==> config.mk <==
export PLATFORM = sky130hd
export DESIGN_NAME = dm_store_rmw_flat
export DESIGN_NICKNAME = d
export VERILOG_FILES = /design/src/rtl/dm_store_rmw_pkg.sv /design/src/rtl/dm_store_rmw_if.sv /design/src/rtl/store_lane_merge.sv /design/src/rtl/dm_store_rmw.sv /design/src/flat_wrapper.sv
export SDC_FILE = /design/constraint.sdc
export NUM_CORES = 1
export LEC_CHECK = 0
export CAP_MARGIN = 15
export CORE_AREA = 2 2 96 98
export DETAILED_ROUTE_END_ITERATION = 10
export DIE_AREA = 0 0 98 100
export GPL_TIMING_DRIVEN = 0
export PLACE_DENSITY_LB_ADDON = 0.15
export SYNTH_ARGS = -nofsm -noshare
export SYNTH_HDL_FRONTEND = slang
export SYNTH_SLANG_ARGS = --single-unit
==> constraint.sdc <==
create_clock -name clk -period 3.7 [get_ports clk]
set_clock_uncertainty 0.05 [all_clocks]
set_input_delay 1.11 -clock clk [delete_from_list [all_inputs] [get_ports clk]]
set_output_delay 1.11 -clock clk [all_outputs]
set_load 0.005 [all_outputs]
==> src/rtl/dm_store_rmw_pkg.sv <==
// Shared definitions for the store read-modify-write block: op codes, FSM states,
// lane-select constants and the alignment/legality check.
package dm_store_rmw_pkg;

    typedef enum logic [1:0] {
        OP_SW  = 2'b00,
        OP_SH  = 2'b01,
        OP_SB  = 2'b10,
        OP_RSV = 2'b11
    } store_op_e;

    typedef enum logic [2:0] {
        StIdle,
        StRd,
        StMrg,
        StWr,
        StErr
    } state_e;

    // Byte lane within a word, taken from addr[1:0].
    localparam logic [1:0] LANE_B0 = 2'd0;
    localparam logic [1:0] LANE_B1 = 2'd1;
    localparam logic [1:0] LANE_B2 = 2'd2;
    localparam logic [1:0] LANE_B3 = 2'd3;

    // Halfword select, taken from addr[1].
    localparam logic HALF_LO = 1'b0;
    localparam logic HALF_HI = 1'b1;

    // True when a store must be rejected: reserved op or misaligned address.
    function automatic logic store_rejected(input store_op_e op, input logic [1:0] lane);
        logic rej;
        case (op)
            OP_SW:   rej = (lane != LANE_B0);
            OP_SH:   rej = lane[0];
            OP_SB:   rej = 1'b0;
            default: rej = 1'b1;
        endcase
        return rej;
    endfunction

endpackage

==> src/rtl/dm_store_rmw_if.sv <==
// CPU-side store request bus: request/op/address/data in, ready/done/err back.
interface dm_store_rmw_if;

    logic        req;
    logic [1:0]  op;
    logic [31:0] addr;
    logic [31:0] wdata;
    logic        ready;
    logic        done;
    logic        err;

    modport master (
        output req, op, addr, wdata,
        input  ready, done, err
    );

    modport slave (
        input  req, op, addr, wdata,
        output ready, done, err
    );

endinterface

==> src/rtl/store_lane_merge.sv <==
// Combinational merge of new store data into an old memory word.
// sb replaces one byte lane, sh one halfword, sw the whole word.
module store_lane_merge
    import dm_store_rmw_pkg::*;
(
    input  logic [31:0] old_word,
    input  logic [31:0] new_data,
    input  store_op_e   op,
    input  logic [1:0]  lane,
    output logic [31:0] merged
);

    // Start from the old word and overwrite only the lanes the op targets.
    always_comb begin
        merged = old_word;
        case (op)
            OP_SW: merged = new_data;
            OP_SH: begin
                unique case (lane[1])
                    HALF_LO: merged[15:0]  = new_data[15:0];
                    HALF_HI: merged[31:16] = new_data[15:0];
                endcase
            end
            OP_SB: begin
                unique case (lane)
                    LANE_B0: merged[7:0]   = new_data[7:0];
                    LANE_B1: merged[15:8]  = new_data[7:0];
                    LANE_B2: merged[23:16] = new_data[7:0];
                    LANE_B3: merged[31:24] = new_data[7:0];
                endcase
            end
            default: merged = old_word;
        endcase
    end

endmodule

==> src/rtl/dm_store_rmw.sv <==
// Store unit for a word-only data memory. sw writes directly one cycle after
// accept; sh/sb read the word, merge the new lane(s) and write it back three
// cycles after accept. Illegal stores pulse err and never touch memory.
module dm_store_rmw
    import dm_store_rmw_pkg::*;
#(
    parameter int unsigned MEM_AW = 10
) (
    input  logic              clk,
    input  logic              reset,
    dm_store_rmw_if.slave     bus,
    output logic [MEM_AW-1:0] mem_addr,
    output logic              mem_re,
    input  logic [31:0]       mem_rdata,
    output logic              mem_we,
    output logic [31:0]       mem_wdata
);

    state_e             state_q, state_d;
    store_op_e          op_q, op_d;
    logic [1:0]         lane_q, lane_d;
    logic [31:0]        data_q, data_d;
    logic               ready_q, ready_d;
    logic               done_q, done_d;
    logic               err_q, err_d;
    logic               mem_re_q, mem_re_d;
    logic               mem_we_q, mem_we_d;
    logic [MEM_AW-1:0]  mem_addr_q, mem_addr_d;
    logic [31:0]        mem_wdata_q, mem_wdata_d;
    logic [31:0]        merged_word;
    store_op_e          req_op;

    // Address bits beyond the memory's reach are deliberately ignored.
    logic unused_addr_hi;
    assign unused_addr_hi = ^bus.addr[31:MEM_AW+2];

    assign req_op = store_op_e'(bus.op);

    // mem_rdata is valid during MRG; merge it straight into the write data.
    store_lane_merge u_merge (
        .old_word (mem_rdata),
        .new_data (data_q),
        .op       (op_q),
        .lane     (lane_q),
        .merged   (merged_word)
    );

    // State and registered outputs; reset abandons any store in flight.
    always_ff @(posedge clk) begin
        if (reset) begin
            state_q     <= StIdle;
            op_q        <= OP_SW;
            lane_q      <= '0;
            data_q      <= '0;
            ready_q     <= 1'b1;
            done_q      <= 1'b0;
            err_q       <= 1'b0;
            mem_re_q    <= 1'b0;
            mem_we_q    <= 1'b0;
            mem_addr_q  <= '0;
            mem_wdata_q <= '0;
        end else begin
            state_q     <= state_d;
            op_q        <= op_d;
            lane_q      <= lane_d;
            data_q      <= data_d;
            ready_q     <= ready_d;
            done_q      <= done_d;
            err_q       <= err_d;
            mem_re_q    <= mem_re_d;
            mem_we_q    <= mem_we_d;
            mem_addr_q  <= mem_addr_d;
            mem_wdata_q <= mem_wdata_d;
        end
    end

    // Next state plus next value of every output, so outputs track the state register.
    always_comb begin
        state_d     = state_q;
        op_d        = op_q;
        lane_d      = lane_q;
        data_d      = data_q;
        ready_d     = 1'b0;
        done_d      = 1'b0;
        err_d       = 1'b0;
        mem_re_d    = 1'b0;
        mem_we_d    = 1'b0;
        mem_addr_d  = mem_addr_q;
        mem_wdata_d = mem_wdata_q;

        unique case (state_q)
            StIdle: begin
                ready_d = 1'b1;
                if (bus.req && ready_q) begin
                    ready_d = 1'b0;
                    if (store_rejected(req_op, bus.addr[1:0])) begin
                        state_d = StErr;
                        err_d   = 1'b1;
                    end else begin
                        // mem_addr only moves on a legal accept, so it stays put RD..WR.
                        op_d       = req_op;
                        lane_d     = bus.addr[1:0];
                        data_d     = bus.wdata;
                        mem_addr_d = bus.addr[MEM_AW+1:2];
                        if (req_op == OP_SW) begin
                            state_d     = StWr;
                            mem_we_d    = 1'b1;
                            done_d      = 1'b1;
                            mem_wdata_d = bus.wdata;
                        end else begin
                            state_d  = StRd;
                            mem_re_d = 1'b1;
                        end
                    end
                end
            end
            StRd: begin
                state_d = StMrg;
            end
            StMrg: begin
                state_d     = StWr;
                mem_we_d    = 1'b1;
                done_d      = 1'b1;
                mem_wdata_d = merged_word;
            end
            StWr: begin
                state_d = StIdle;
                ready_d = 1'b1;
            end
            StErr: begin
                state_d = StIdle;
                ready_d = 1'b1;
            end
            default: begin
                state_d = StIdle;
                ready_d = 1'b1;
            end
        endcase
    end

    assign bus.ready = ready_q;
    assign bus.done  = done_q;
    assign bus.err   = err_q;
    assign mem_addr  = mem_addr_q;
    assign mem_re    = mem_re_q;
    assign mem_we    = mem_we_q;
    assign mem_wdata = mem_wdata_q;

endmodule

==> src/flat_wrapper.sv <==
// flat-port wrapper written by rule: the top's interface ports become plain ports
module dm_store_rmw_flat import dm_store_rmw_pkg::*;
#(
    parameter int unsigned MEM_AW = 10
)
  (clk, reset, mem_addr, mem_re, mem_rdata, mem_we, mem_wdata, bus_req, bus_op, bus_addr, bus_wdata, bus_ready, bus_done, bus_err);
  dm_store_rmw_if bus_i ();
  input  logic clk;
  input  logic reset;
  output logic [MEM_AW-1:0] mem_addr;
  output logic mem_re;
  input  logic [31:0] mem_rdata;
  output logic mem_we;
  output logic [31:0] mem_wdata;
  input wire logic [$bits(bus_i.req)-1:0] bus_req;
  input wire logic [$bits(bus_i.op)-1:0] bus_op;
  input wire logic [$bits(bus_i.addr)-1:0] bus_addr;
  input wire logic [$bits(bus_i.wdata)-1:0] bus_wdata;
  output wire logic [$bits(bus_i.ready)-1:0] bus_ready;
  output wire logic [$bits(bus_i.done)-1:0] bus_done;
  output wire logic [$bits(bus_i.err)-1:0] bus_err;
  assign bus_i.req = bus_req;
  assign bus_i.op = bus_op;
  assign bus_i.addr = bus_addr;
  assign bus_i.wdata = bus_wdata;
  assign bus_ready = bus_i.ready;
  assign bus_done = bus_i.done;
  assign bus_err = bus_i.err;
  dm_store_rmw #(.MEM_AW(MEM_AW)) u_core (.clk(clk), .reset(reset), .bus(bus_i), .mem_addr(mem_addr), .mem_re(mem_re), .mem_rdata(mem_rdata), .mem_we(mem_we), .mem_wdata(mem_wdata));
endmodule
# Word-level counts from Yosys, hierarchy flattened
# Cells that the tools add are included.
[op_classes]
n_eq_ne = 12
n_mux = 26
bitwise_logic = 3
n_reduce_logical = 12
[op_table]
columns = ["operator", "n"]
rows = [
  ["$mux 32", 3],
  ["$pmux 32 s3", 1],
  ["$pmux 32 s2", 1],
  ["$mux 16", 2],
  ["$mux 8", 4],
  ["$pmux 3 s3", 1],
  ["$eq 2x2->1 const B", 4],
  ["$mux 1", 8],
  ["$eq 2x1->1 const B", 3],
  ["$logic_not 2->1", 3],
  ["$mux 3", 2],
  ["$ne 2x1->1 const B", 2],
  ["$pmux 1 s2", 2],
  ["$reduce_and 4->1", 1],
  ["$reduce_bool 2->1", 2],
  ["$reduce_or 4->1", 1],
  ["$eq 3x1->1 const B", 1],
  ["$eq 3x2->1 const B", 1],
  ["$logic_not 3->1", 1],
  ["$not 1->1", 3],
  ["$pmux 1 s3", 1],
  ["$reduce_and 3->1", 1],
  ["$reduce_or 3->1", 1],
  ["$mux 2", 1],
  ["other kinds (3)", 3],
]
[totals]
regBits = 85
in_bits = 101
output_inout_bits = 47

# Depth between registers and ports, before layout
[logic_depth]
depth_word = 7
mapped_depth = 7
ltp_nobuf = 4

# By module
# From an unflattened synthesis, not the netlist that was laid out.
[unflattened]
cells_unflattened = 531
hier_area_um2 = 4635.7
[modules_own_cells]
columns = ["mod", "n_inst", "cells_per_inst", "area_per_inst_um2", "seq_area_each_um2"]
rows = [
  ["dm_store_rmw", 1, 389, 3509.6, 1701.6],
  ["store_lane_merge", 1, 142, 1126.1, 0.0],
]

# Least setup slack after synthesis
# OpenSTA, ideal clock, no wires.
[synth_path]
path_type = "in2reg"
start = "input port bus_op[0]"
end = "register u_core.mem_wdata_q[25] (netlist: u_core.mem_wdata[25])"
setup_ps = 133
t_arrival_ps = 2550
required_time_ps = 3517
setup_slack_ps = 967
path_stages = 6
n_path_buf = 2
path_cell_list = "or4_4 or4_4 buf_6 buf_12 o221ai_2 a21oi_1"
[synth_between]
elab_chain_cells = 6
[synth_rtl]
columns = ["item", "line", "text"]
rows = [
  ["start, declared", "flat_wrapper.sv:16", "input wire logic [$bits(bus_i.op)-1:0] bus_op;"],
  ["$eq 2x2->1 (tied with other cells)", "dm_store_rmw_pkg.sv:33", "case (op)"],
  ["$pmux 1 s3", "dm_store_rmw_pkg.sv:33", ""],
  ["$mux 1", "dm_store_rmw.sv:94", "if (bus.req && ready_q) begin"],
  ["$mux 1", "dm_store_rmw.sv:91", "unique case (state_q)"],
  ["$ne 2x2->1 (no source line)", "--", ""],
  ["$reduce_and 4->1 (no source line) (*)", "--", ""],
  ["end signal, assigned", "dm_store_rmw.sv:73", "mem_wdata_q <= mem_wdata_d;"],
  ["end, declared", "dm_store_rmw.sv:29", "logic [31:0] mem_wdata_q, mem_wdata_d;"],
]
# Every way passes the cells marked *; elsewhere a longest branch is shown, timed or not. The select of a mux whose other input is x is not followed.
# A chain may end at the register's enable or synchronous reset.

# Worst setup path after layout
[layout_path]
start = "input port bus_op[0]"
end = "register u_core.mem_wdata_q[14] (netlist: u_core.mem_wdata[14])"
# Same word-level chain as after synthesis.

==> impl_metrics.py <==
metrics = {
    "detailed_routing": {
        "drt_iter0_drc": 391,
        "dr.pass1.iters": 5,
        "route.final.wire_length_mm": 13.51,
        "route.antenna.remaining_nets": 0,
        "vias_per_cell": 5.894,
        "vias": 4244,
        "wl_per_cell_um": 18.76,
        "remaining_drc_errors": 0,
    },
    "floorplanning": {
        "start_util_pct": 46.83,
        "ios": 148,
        "die-area_mm2": 0.009800,
        "fp-row-count": 35,
        "die-width_um": 98,
        "die_h_um": 100,
        "core-area_mm2": 0.008890,
    },
    "worst_setup_path": {
        "crit_path_max_fanout": 9,
        "r2r_cells": 6,
        "cp-start-kind": "input port",
        "worst-setup-path-type": "in -> reg",
        "reg2reg_setup_slack_ns": 1.50,
        "r2r_start": "u_core.state_q[0]$_SDFFE_PP0N_",
        "arrival_ns": 3.36,
        "r2r-end": "u_core.mem_wdata[19]$_SDFFE_PP0P_",
        "end_kind": "flip-flop",
        "cp.required_ns": 3.95,
    },
    "finish": {
        "nFillCells": 777,
        "areaGrowthSynthToFinish_pct": 38.08,
        "nets": 707,
        "drive_above_1_share_pct": 8.210,
        "antenna_cells": 0,
        "regArea_mm2": 0.001702,
        "final_cell_mix": "clkdlybuf4s50_1, nand2_1, dfxtp_1",
        "multi_input_area_mm2": 0.002210,
        "final_common_cell": "clkdlybuf4s50_1",
    },
    "clock_network": {
        "clk_pin_slew_worst_paths_ns": 0.08,
        "cts_resized": 0,
        "tritoncts": "yes",
        "cts_buffers": 9,
        "insertion_delay_ns": 0.36,
        "cts_htree_levels": 3,
        "clockRootBuffer": "clkbuf_8",
        "cts.sinks": 85,
        "hold_buffers": 0,
        "clock_path_buffers": 2,
        "cts_setup_buffers": 0,
    },
    "place": {
        "numPortBuffers": 126,
        "dp_hpwl_mm": 9.884,
        "dp_slack_ns": 0.2543,
        "gp_congestion": 0.9498,
    },
    "sta": {
        "relSlewSlack_pct": 41.90,
        "finalCriticalPeriod_ns": 3.114,
        "fin_ws_ns": 0.5862,
        "fin_crit_sh_pct": 84.16,
        "rsz0062_at_grt": "false",
        "finalSetupViolations": 0,
        "hold_viol": 0,
        "timing.fmax_mhz": 321.2,
        "max_slew.worst_pin.slew_ns": 0.8636,
        "setup_tns_ns": 0,
        "drv_slew": 0,
    },
    "synthesis": {
        "ys_seq_area_share_pct": 40.88,
        "syn_nets": 569,
        "yosysUniqueCellTypes": 47,
        "yosysWarnings": 0,
        "ys_seq_elements": 85,
        "syn_area_per_cell_um2": 8.895,
        "syn_inst": 468,
        "syn-cell-area_mm2": 0.004163,
    },
    "global_route": {
        "grt_pass1_vias": 4035,
        "grt_pass1_wl_mm": 20.79,
        "grt_max_degree": 13,
        "overflow": 0,
        "antenna_found_initial": 0,
        "grt_use_total_pct": 27.07,
    },
    "job": {
        "cap_violations": 0,
    },
    "run_status": {
        "status": "completed",
    },
    "min_path": {
        "hold_path.class": "reg -> reg",
        "worstHoldStart": "u_core.mem_addr[0]$_SDFFE_PP0P_",
        "whs_endpoint": "u_core.mem_addr[0]$_SDFFE_PP0P_",
        "worstHoldPathCells": 2,
    },
    "power_and_ir_drop": {
        "p_leak_nw": 2.057,
        "power_density_mw_per_mm2": 354.7,
        "peakVddDrop_mv": 0.2064,
    },
}
## where the power goes
group          total [mW]  internal (mW)  switching (mW)
sequential           1.00          0.961          0.0402
clock               0.649          0.323           0.326
combinational       0.388          0.205           0.184
total                2.04           1.49           0.550
## synth_stat cells, drive strengths merged
| cell type | number | share of area, % |
|---|---|---|
| inv | 15 | 1.4 |
| a21oi | 31 | 3.7 |
| nand3 | 6 | 0.72 |
| o2bb2ai | 1 | 0.21 |
| buf | 10 | 2.1 |
| nor4b | 1 | 0.21 |
| or4 | 3 | 0.72 |
| or2 | 10 | 1.5 |
| o31ai | 2 | 0.69 |
| and2b | 1 | 0.18 |
| nor3 | 3 | 0.36 |
| a2111o | 1 | 0.27 |
| nor4bb | 1 | 0.24 |
| and2 | 3 | 0.45 |
| o32ai | 4 | 0.84 |
| a32o | 8 | 1.9 |
| a21bo | 1 | 0.24 |
| clkbuf | 29 | 2.6 |
| a221oi | 24 | 5.0 |
| o211a | 4 | 0.96 |
| a211oi | 5 | 0.90 |
| or3b | 2 | 0.42 |
| o21bai | 2 | 0.36 |
| o211ai | 4 | 0.72 |
| nand2 | 103 | 9.3 |
| o221ai | 17 | 5.1 |
| a21o | 1 | 0.18 |
| nor2b | 1 | 0.15 |
| dfxtp | 85 | 41 |
| nor4 | 6 | 0.90 |
| nor2 | 9 | 0.81 |
| and4b | 1 | 0.24 |
| mux2i | 51 | 12 |
| a31o | 1 | 0.21 |
| a31oi | 1 | 0.15 |
| o21ai | 10 | 1.2 |
| o2111a | 2 | 0.54 |
| nand2b | 9 | 1.4 |
## metrics by stage
stage | cells | hold slack, ns | total power [mW] | util [%] | cell area [um2]
2_1_floorplan | 468 | 0.3845 | 1.195 | - | 4163
3_3_place_gp | 705 | 0.3909 | 1.394 | 62.58 | 5563
3_5_place_dp | 705 | 0.3968 | 1.403 | 62.58 | 5563
4_1_cts | 719 | 0.4110 | 2.032 | 64.60 | 5743
5_1_grt | 720 | 0.4341 | 2.102 | 64.66 | 5748
6_report | 720 | 0.4114 | 2.039 | 64.66 | 5748
## registers in the layout, summed over array words and instances (netlist names)
signal and count:
u_core.data_q 32, u_core.mem_wdata 32, u_core.mem_addr 10, u_core.state_q 3, u_core.lane_q 2, u_core.op_q 2, u_core.bus.done 1, u_core.bus.err 1
u_core.bus.ready 1, u_core.mem_re 1
## worst max path at each step
stage | start | to | slack [ns]
6_report | bus_op[0] | u_core.mem_wdata[14]$_SDFFE_PP0P_ | 0.59
5_1_grt | bus_op[0] | u_core.mem_wdata[8]$_SDFFE_PP0P_ | 0.42
4_1_cts | bus_op[0] | u_core.mem_wdata[14]$_SDFFE_PP0P_ | 0.61
3_5_place_dp | bus_op[0] | u_core.mem_wdata[13]$_SDFFE_PP0P_ | 0.25
3_3_place_gp | bus_op[0] | u_core.mem_wdata[6]$_SDFFE_PP0P_ | 0.33
2_1_floorplan | bus_op[0] | u_core.mem_wdata[25]$_SDFFE_PP0P_ | 0.97
## logic make-up (layout without fill, tap and decap cells)
| logic type | after synthesis | count (layout) | share of synthesized area (%) |
|---|---|---|---|
| muxes | 51 | 51 | 12.26 |
| and+or+nand+nor | 159 | 159 | 17.55 |
| AOI/OAI and AO/OA | 119 | 119 | 23.26 |
| buffers and inverters | 54 | 195 | 6.041 |
| DFF | 85 | 85 | 40.88 |
## routing by layer
metal | vias up | track usage [%] | share of wire [%]
met3 | 30 | 5.710 | 7.9
met1 | 2030 | 34.63 | 43
met5 | - | 0 | 0
li1 | 1983 | - | -
met4 | 0 | 10.36 | 2.3
met2 | 201 | 45.10 | 47
## worst max-delay path, cell delays in order
cell and delay (ns):
clkdlybuf4s50_1 0.49, nor4_1 0.79, a21oi_1 0.15, nor2_1 0.55, a32o_1 0.26
## layout make-up
class                      instances  area share (%)
multi-input combinational        329           38.44
sequential                        85           29.60
timing repair buffer             127           22.03
buffer                            39           3.396
clock buffer                      12           2.525
tap                              111           2.416
inverter                          15          0.9795
clock inverter                     2          0.6095
Power figures use the tool's default switching activity.
